`src/rtl/reg_desloc_universal.sv`:
```
// ---------------------------------------------------------------------------
// reg_desloc_universal
//
// Purpose:
//   WIDTH-bit universal shift register sitting between the register file and
//   the serial/display datapath.  In IDLE the 2-bit mode select performs a
//   parallel load, a single shift, an OR-merge or a hold every clock.  A
//   "shift N positions" command (start/amount) is executed by a small FSM
//   that shifts once per clock using the direction/rotate settings captured
//   when the command was accepted, then pulses done for one cycle.
//
// Ports:
//   clk        - system clock, all state changes on the rising edge
//   rst_n      - synchronous reset, active-low
//   ch         - IDLE mode: 00 load, 01 single shift, 10 OR-merge, 11 hold
//   dir        - 0 = shift right (toward bit 0), 1 = shift left
//   rot        - 1 = rotate (outgoing bit re-enters), 0 = fill with serial_in
//   serial_in  - fill bit for non-rotating shifts
//   load_val   - parallel load data (ch = 00)
//   or_val     - OR-merge operand (ch = 10)
//   start      - request a multi-step shift of `amount` positions
//   amount     - number of positions for a start command
//   q          - register contents
//   serial_out - bit currently leaving the register (combinational)
//   busy       - high while a multi-step shift is in progress
//   done       - one-cycle pulse when a start command completes
// ---------------------------------------------------------------------------
module reg_desloc_universal #(
    parameter int WIDTH = 8,
    parameter int AMT_W = 4
) (
    input  logic             clk,
    input  logic             rst_n,
    input  logic [1:0]       ch,
    input  logic             dir,
    input  logic             rot,
    input  logic             serial_in,
    input  logic [WIDTH-1:0] load_val,
    input  logic [WIDTH-1:0] or_val,
    input  logic             start,
    input  logic [AMT_W-1:0] amount,
    output logic [WIDTH-1:0] q,
    output logic             serial_out,
    output logic             busy,
    output logic             done
);

    typedef enum logic [1:0] {
        ST_IDLE     = 2'd0,
        ST_SHIFTING = 2'd1,
        ST_DONE     = 2'd2
    } state_t;

    state_t             r_state;
    state_t             w_nextState;
    logic [AMT_W-1:0]   r_count;
    logic               r_dir;
    logic               r_rot;
    logic [WIDTH-1:0]   r_q;
    logic               w_effDir;

    // One-position shift; the fill bit is either the bit falling off the
    // far end (rotate) or the serial input.
    function automatic logic [WIDTH-1:0] shiftOnce(
        input logic [WIDTH-1:0] val,
        input logic             d,
        input logic             r,
        input logic             s
    );
        logic fillBit;
        if (d) begin
            fillBit   = r ? val[WIDTH-1] : s;
            shiftOnce = {val[WIDTH-2:0], fillBit};
        end else begin
            fillBit   = r ? val[0] : s;
            shiftOnce = {fillBit, val[WIDTH-1:1]};
        end
    endfunction

    // State register.
    always_ff @(posedge clk) begin
        if (!rst_n) begin
            r_state <= ST_IDLE;
        end else begin
            r_state <= w_nextState;
        end
    end

    // Next-state logic.  A zero-length command skips SHIFTING entirely;
    // the last shift happens on the edge where the counter reads 1.
    always_comb begin
        w_nextState = r_state;
        case (r_state)
            ST_IDLE: begin
                if (start) begin
                    w_nextState = (amount != '0) ? ST_SHIFTING : ST_DONE;
                end
            end
            ST_SHIFTING: begin
                if (r_count == AMT_W'(1)) begin
                    w_nextState = ST_DONE;
                end
            end
            ST_DONE: begin
                w_nextState = ST_IDLE;
            end
            default: begin
                w_nextState = ST_IDLE;
            end
        endcase
    end

    // Output decode.  serial_out follows the live dir in IDLE and the
    // captured dir while a command owns the register.
    always_comb begin
        busy       = (r_state == ST_SHIFTING);
        done       = (r_state == ST_DONE);
        w_effDir   = (r_state == ST_IDLE) ? dir : r_dir;
        serial_out = w_effDir ? r_q[WIDTH-1] : r_q[0];
    end

    // Datapath: register contents, command counter and captured settings.
    // start wins over ch in IDLE and leaves q untouched on the accept edge.
    always_ff @(posedge clk) begin
        if (!rst_n) begin
            r_q     <= '0;
            r_count <= '0;
            r_dir   <= 1'b0;
            r_rot   <= 1'b0;
        end else begin
            case (r_state)
                ST_IDLE: begin
                    if (start) begin
                        r_dir   <= dir;
                        r_rot   <= rot;
                        r_count <= amount;
                    end else begin
                        case (ch)
                            2'b00:   r_q <= load_val;
                            2'b01:   r_q <= shiftOnce(r_q, dir, rot, serial_in);
                            2'b10:   r_q <= r_q | or_val;
                            default: r_q <= r_q;
                        endcase
                    end
                end
                ST_SHIFTING: begin
                    r_q     <= shiftOnce(r_q, r_dir, r_rot, serial_in);
                    r_count <= r_count - 1'b1;
                end
                default: begin
                    r_q <= r_q;
                end
            endcase
        end
    end

    assign q = r_q;

endmodule

```
`config.mk`:
```
export PLATFORM = sky130hd
export DESIGN_NAME = reg_desloc_universal
export DESIGN_NICKNAME = d
export VERILOG_FILES = /design/src/rtl/reg_desloc_universal.sv
export SDC_FILE = /design/constraint.sdc
export NUM_CORES = 1
export LEC_CHECK = 0
export CORE_MARGIN = 2
export CORE_UTILIZATION = 46
export DETAILED_ROUTE_END_ITERATION = 12
export GPL_TIMING_DRIVEN = 0
export PLACE_DENSITY = 0.77
export SLEW_MARGIN = 40
export SYNTH_ARGS = -nofsm -noshare
export SYNTH_HDL_FRONTEND = slang
export SYNTH_SLANG_ARGS = --single-unit
```
`constraint.sdc`:
```
create_clock -name clk -period 2.04 [get_ports clk]
set_input_delay 0.408 -clock clk [delete_from_list [all_inputs] [get_ports clk]]
set_output_delay 0.408 -clock clk [all_outputs]
set_load 0.1 [all_outputs]
```
==> impl_metrics.yaml, run 1 <==
outcome:
  status: "finished clean"
floorplan:
  die_y_um: 55.7
  fp.dieW_um: 55.7
  ios: 39
  core_mm2: 0.00250
  initial_core_util_pct: 49.2
  dieArea_mm2: 0.00311
  rows: 18
logic_synthesis:
  ys_ff_latch: 16
  yosys_warnings: 0
  syn_area_mm2: 0.00123
  yosysTopAreaCellShare_pct: 26.0
  ys_types: 35
  synth-seq-area-share_pct: 26.0
  postSynthCellCount: 150
  syn_avg_cell_area_um2: 8.21
  ys_top_cells_by_area: "dfxtp_1 26%, mux2_2 9.1%, o21ai_0 8.1%"
  syn_nets: 183
  yosys.area.top_type: "dfxtp_1"
critical_path:
  crit_path_start_kind: "input pin"
  cp_max_fo: 10
  crit_slowest_cell: "mux2_2"
  critical_path_class: "in2out"
  required_ns: 1.63
  end_kind: "output port"
  cpMostUsedCell: "buf_6"
  critPathMaxStageDelay_ns: 0.36
  cp_cell_sequence: "dlygate4sd2_1, buf_6, mux2i_1, mux2_2, buf_6"
  rrSetupSlack_ns: 0.44
  cp.arrival_ns: 1.54
power:
  ir_drop_mv: 0.419
  p_per_area_mw_per_mm2: 737
  leakage_nw: 0.674
  p_total_mw: 1.23
clock_tree:
  tritoncts: "yes"
  clk-insertion-delay-late_ns: 0.29
  path_clk_slew_ns: 0.09
  clockBufferDepth: 2
  cts_root_buf: "clkbuf_4"
  htreeDepth: 1
  cts_num_sinks: 16
  numCtsBuffers: 3
placed_design:
  pre_cts_slack_ns: -0.324
  place_congestion: 0.840
  port_buffers: 38
  dp_hpwl_mm: 2.50
route:
  first_pass_iters: 4
  wirelength_mm: 3.44
  routed_via_density: 5.93
  drc_errors: 0
  drt_iter0_markers: 38
  vias: 1317
  wire_per_inst_um: 15.5
  ant_nets: 0
sta:
  setup_viol: 0
  fin_crit_sh_pct: 95.6
  rsz0062_at_grt: "false"
  clock_skew_ns: 0.0103
  timing.hold.ws_ns: 0.499
  fmax_ghz: 0.513
  final.min_clock_period_ns: 1.95
  tightest_slew_ns: 0.806
  slew_viol_final: 0
  hold_violations: 0
  max_slew_margin_pct: 46.1
  finalWorstSetupSlack_ns: 0.0897
min_path:
  hold_class: "reg2reg"
global_route:
  antenna_found_initial: 0
  grt_usage_pct: 22.6
  grt_max_degree: 11
  grt_pass1_wl_mm: 5.64
  grt-ovfl-total: 0
  grt_pass1_vias: 1232
final_layout:
  layout_common_cells: "26 x clkdlybuf4s50_1, 20 x o21ai_0, 16 x nand2_1, 13 x buf_2, 12 x dfxtp_1"
  area_growth_pct: 35.1
  layout.nets: 227
  drive_above_1_share_pct: 25.5
  fill_cells: 230
  layout_commonest_cell: "clkdlybuf4s50_1"
  diodes: 0
job:
  maxCapViolations: 0
==> routing by layer <==
layer	part of all wire [%]	global-route usage, %	up-vias
li1	-	-	645
met1	44	29.6	622
met2	48	36.9	48
met3	6.8	4.42	2
met4	0.70	8.01	0
met5	0	0	-
==> worst paths after layout <==
kind                                              start                      end  cells after the start
worst min register to register  r_state[1]$_SDFFE_PN0P_  r_state[1]$_SDFFE_PN0P_                      1
worst max register to register  r_state[0]$_SDFFE_PN0P_  r_count[3]$_SDFFE_PN0P_                      4
worst max-delay path                                dir               serial_out                      5
worst min-delay path            r_state[1]$_SDFFE_PN0P_  r_state[1]$_SDFFE_PN0P_                      1
==> sequential cells by signal, summed over array words and instances (netlist names) <==
name     cells
q            8
r_count      4
r_dir        1
r_rot        1
r_state      2
==> stage by stage <==
| step | cells | cell area [µm²] | utilization, % | TNS [ns] |
|---|---|---|---|---|
| 2_1_floorplan | 150 | 1230 | - | 0 |
| 3_3_place_gp | 218 | 1650 | 66.1 | -3.16 |
| 3_5_place_dp | 218 | 1600 | 63.9 | -2.58 |
| 4_1_cts | 221 | 1630 | 65.3 | 0 |
| 5_1_grt | 222 | 1660 | 66.5 | 0 |
| 6_report | 222 | 1660 | 66.5 | 0 |
==> final cells by class <==
cell class	count	area, µm²	area share, %
buffer	9	63.8	3.84
clock buffer	3	22.5	1.35
inverter	6	22.5	1.35
multi-input combinational	119	853	51.3
sequential	16	325	19.6
tap	30	37.5	2.26
timing repair buffer	39	338	20.3
==> worst max-delay path: cells and delay by family <==
family	cells	cell delay [ns]
muxes	2	0.50
buffers and inverters	3	0.63
==> power by group <==
| part | internal [mW] | total [mW] | switching [mW] |
|---|---|---|---|
| sequential | 0.357 | 0.422 | 0.0649 |
| combinational | 0.224 | 0.631 | 0.407 |
| clock | 0.0685 | 0.173 | 0.105 |
| total | 0.649 | 1.23 | 0.577 |
==> cell families (layout without fill, tap and decap cells) <==
group	Yosys count	count (layout)	synth area share, %
compound gates	54	54	29.8
simple gates	41	41	16.4
fa+ha+maj	5	5	5.08
buf+inv	15	57	6.30
flops	16	16	26.0
mux	19	19	16.5
==> cells in the mapped netlist, drive strengths merged <==
library cell,number
buf,8
nor4,2
a21boi,4
a21oi,7
nor4b,1
o32ai,2
o21ai,20
mux2,10
inv,6
nand3,2
nor2,10
o2111ai,1
nor3b,1
nor3,2
clkbuf,1
a22oi,1
a2bb2oi,1
a31oi,6
o221a,6
mux2i,9
nand2,17
o21a,1
dfxtp,16
and3,1
o211ai,4
nand2b,3
nor2b,1
and2b,1
ha,5
a211o,1
==> timing repair <==
action	4_1_cts	5_1_grt
endpoints found under the setup margin	3	9
setup buffers	0	1
pin swaps	0	2
hold buffers	0	0
gates resized for setup	6	7
(Power assumes the default switching activity.)
==> inputs of run 2 (changes only) <==
--- a/config.mk
+++ b/config.mk
@@ -5,11 +5,12 @@
 export SDC_FILE = /design/constraint.sdc
 export NUM_CORES = 1
 export LEC_CHECK = 0
+export CAP_MARGIN = 40
 export CORE_MARGIN = 2
 export CORE_UTILIZATION = 46
 export DETAILED_ROUTE_END_ITERATION = 12
 export GPL_TIMING_DRIVEN = 0
-export PLACE_DENSITY = 0.77
+export PLACE_DENSITY = 0.91
 export SLEW_MARGIN = 40
 export SYNTH_ARGS = -nofsm -noshare
 export SYNTH_HDL_FRONTEND = slang
==> impl_metrics.yaml, run 2 (same netlist as run 1, synthesis figures left out) <==
route:
  wirelength_mm: 3.40
  vias: 1317
  drc_errors: 0
  ant_nets: 0
  first_pass_iters: 4
  routed_via_density: 5.99
  wire_per_inst_um: 15.5
  drt_iter0_markers: 66
final_layout:
  area_growth_pct: 33.8
  finish.instance_area_mm2: 0.00165
  fill_cells: 199
  diodes: 0
  layout_common_cells: "26 x clkdlybuf4s50_1, 20 x o21ai_0, 16 x nand2_1, 13 x buf_2, 12 x dfxtp_1"
  layout.nets: 225
  drive_above_1_share_pct: 24.7
  largest_register_ffs: 8
  layout_commonest_cell: "clkdlybuf4s50_1"
critical_path:
  critPathMaxStageDelay_ns: 0.43
  end_kind: "flip-flop"
  critical_path_class: "in2reg"
  crit_path_start_kind: "input pin"
  path_buf_inv: 4
  crit_slowest_cell: "clkdlybuf4s50_1"
  cp_max_fo: 10
  reg2reg_depth: 4
  required_ns: 2.24
  path_delay_family: "buffers and inverters"
  cp.depth: 9
  cp.arrival_ns: 2.17
  cp_cell_sequence: "clkdlybuf4s50_1, inv_1, ha_1, buf_4, nor4_2, nor3_2, buf_6, o21ai_0, o221a_2"
floorplan:
  ios: 39
  fp.dieW_um: 55.7
  core_mm2: 0.00250
  die_y_um: 55.7
  dieArea_mm2: 0.00311
  initial_core_util_pct: 49.2
  rows: 18
sta:
  tightest_slew_ns: 0.739
  fmax_ghz: 0.508
  finalWorstSetupSlack_ns: 0.0711
  final.setup.tns_ns: 0
  fin_crit_sh_pct: 96.5
  clock_skew_ns: 0.000529
  slew_viol_final: 0
  hold_violations: 0
  setup_viol: 0
  rsz0062_at_grt: "false"
  final.min_clock_period_ns: 1.97
  max_slew_margin_pct: 50.6
power:
  p_per_area_mw_per_mm2: 743
  leakage_nw: 0.665
  ir_drop_mv: 0.579
clock_tree:
  path_clk_slew_ns: 0.10
  hold_buffers: 0
  clockBufferDepth: 2
  cts_num_sinks: 16
  post_cts_resized: 5
  clk-insertion-delay-late_ns: 0.29
  post_cts_buffers: 0
  cts_root_buf: "clkbuf_4"
  tritoncts: "yes"
  htreeDepth: 1
  numCtsBuffers: 3
placed_design:
  pre_cts_slack_ns: -0.316
  placedInstanceArea_mm2: 0.00160
  port_buffers: 38
  dp_hpwl_mm: 2.47
  place_congestion: 0.837
min_path:
  hold_class: "reg2reg"
  worstHoldPathCells: 1
global_route:
  grt_max_degree: 11
  antenna_found_initial: 0
  grt_pass1_vias: 1250
  grt-ovfl-total: 0
  grt_usage_pct: 21.7
  grt_pass1_wl_mm: 5.44
job:
  maxCapViolations: 0
outcome:
  status: "finished clean"
run 2: changes by cell type in the layout (fill, tap and decap cells not counted), sizes merged:
cell  previous run  this run
buf             20        18
run 2: power by group:
| part | internal (mW) | total, mW | switching (mW) |
|---|---|---|---|
| clock | 0.0688 | 0.178 | 0.109 |
| sequential | 0.357 | 0.421 | 0.0648 |
| combinational | 0.219 | 0.624 | 0.405 |
run 2: cell type report:
cell class,count,area (µm²),share of cell area (%)
tap,30,37.5,2.28
inverter,6,22.5,1.37
buffer,8,56.3,3.42
timing repair buffer,38,334,20.3
clock buffer,3,22.5,1.37
sequential,16,325,19.7
multi-input combinational,119,850,51.6
run 2: worst reg2reg max path, stage by stage (launching register included):
cell and delay [ns]:
dfxtp_2 0.37, nor3b_1 0.63, nor2_1 0.12, o21ai_0 0.17
a21boi_0 0.09
run 2: through the flow:
| stage | total power, mW | cells | util, % | hold slack (ns) |
|---|---|---|---|---|
| final | 1.22 | 220 | 65.9 | 0.513 |
| after global routing | 1.28 | 220 | 65.9 | 0.535 |
| after detailed placement | 1.03 | 218 | 63.9 | 0.492 |
| after floorplan | 0.879 | 150 | - | 0.462 |
| after CTS | 1.21 | 221 | 65.2 | 0.513 |
| after global placement | 1.04 | 218 | 66.1 | 0.482 |
run 2: routing by layer:
metal  up-vias  GRT usage, %  wire length [µm]  share of wire (%)
li1        643             -                 -                  -
met1       617          26.5              1470                 43
met2        52          37.6              1700                 50
met3         5          2.79               191                5.6
met4         0          10.1                48                1.4
met5         -             0                 0                  0
run 2: final timing paths:
check                           from                       to  slack [ns]
max                            ch[1]        q[6]$_SDFFE_PN0P_        0.07
min reg2reg  r_state[1]$_SDFFE_PN0P_  r_state[1]$_SDFFE_PN0P_        0.51
min          r_state[1]$_SDFFE_PN0P_  r_state[1]$_SDFFE_PN0P_        0.51
max reg2reg  r_state[1]$_SDFFE_PN0P_  r_count[3]$_SDFFE_PN0P_        0.54
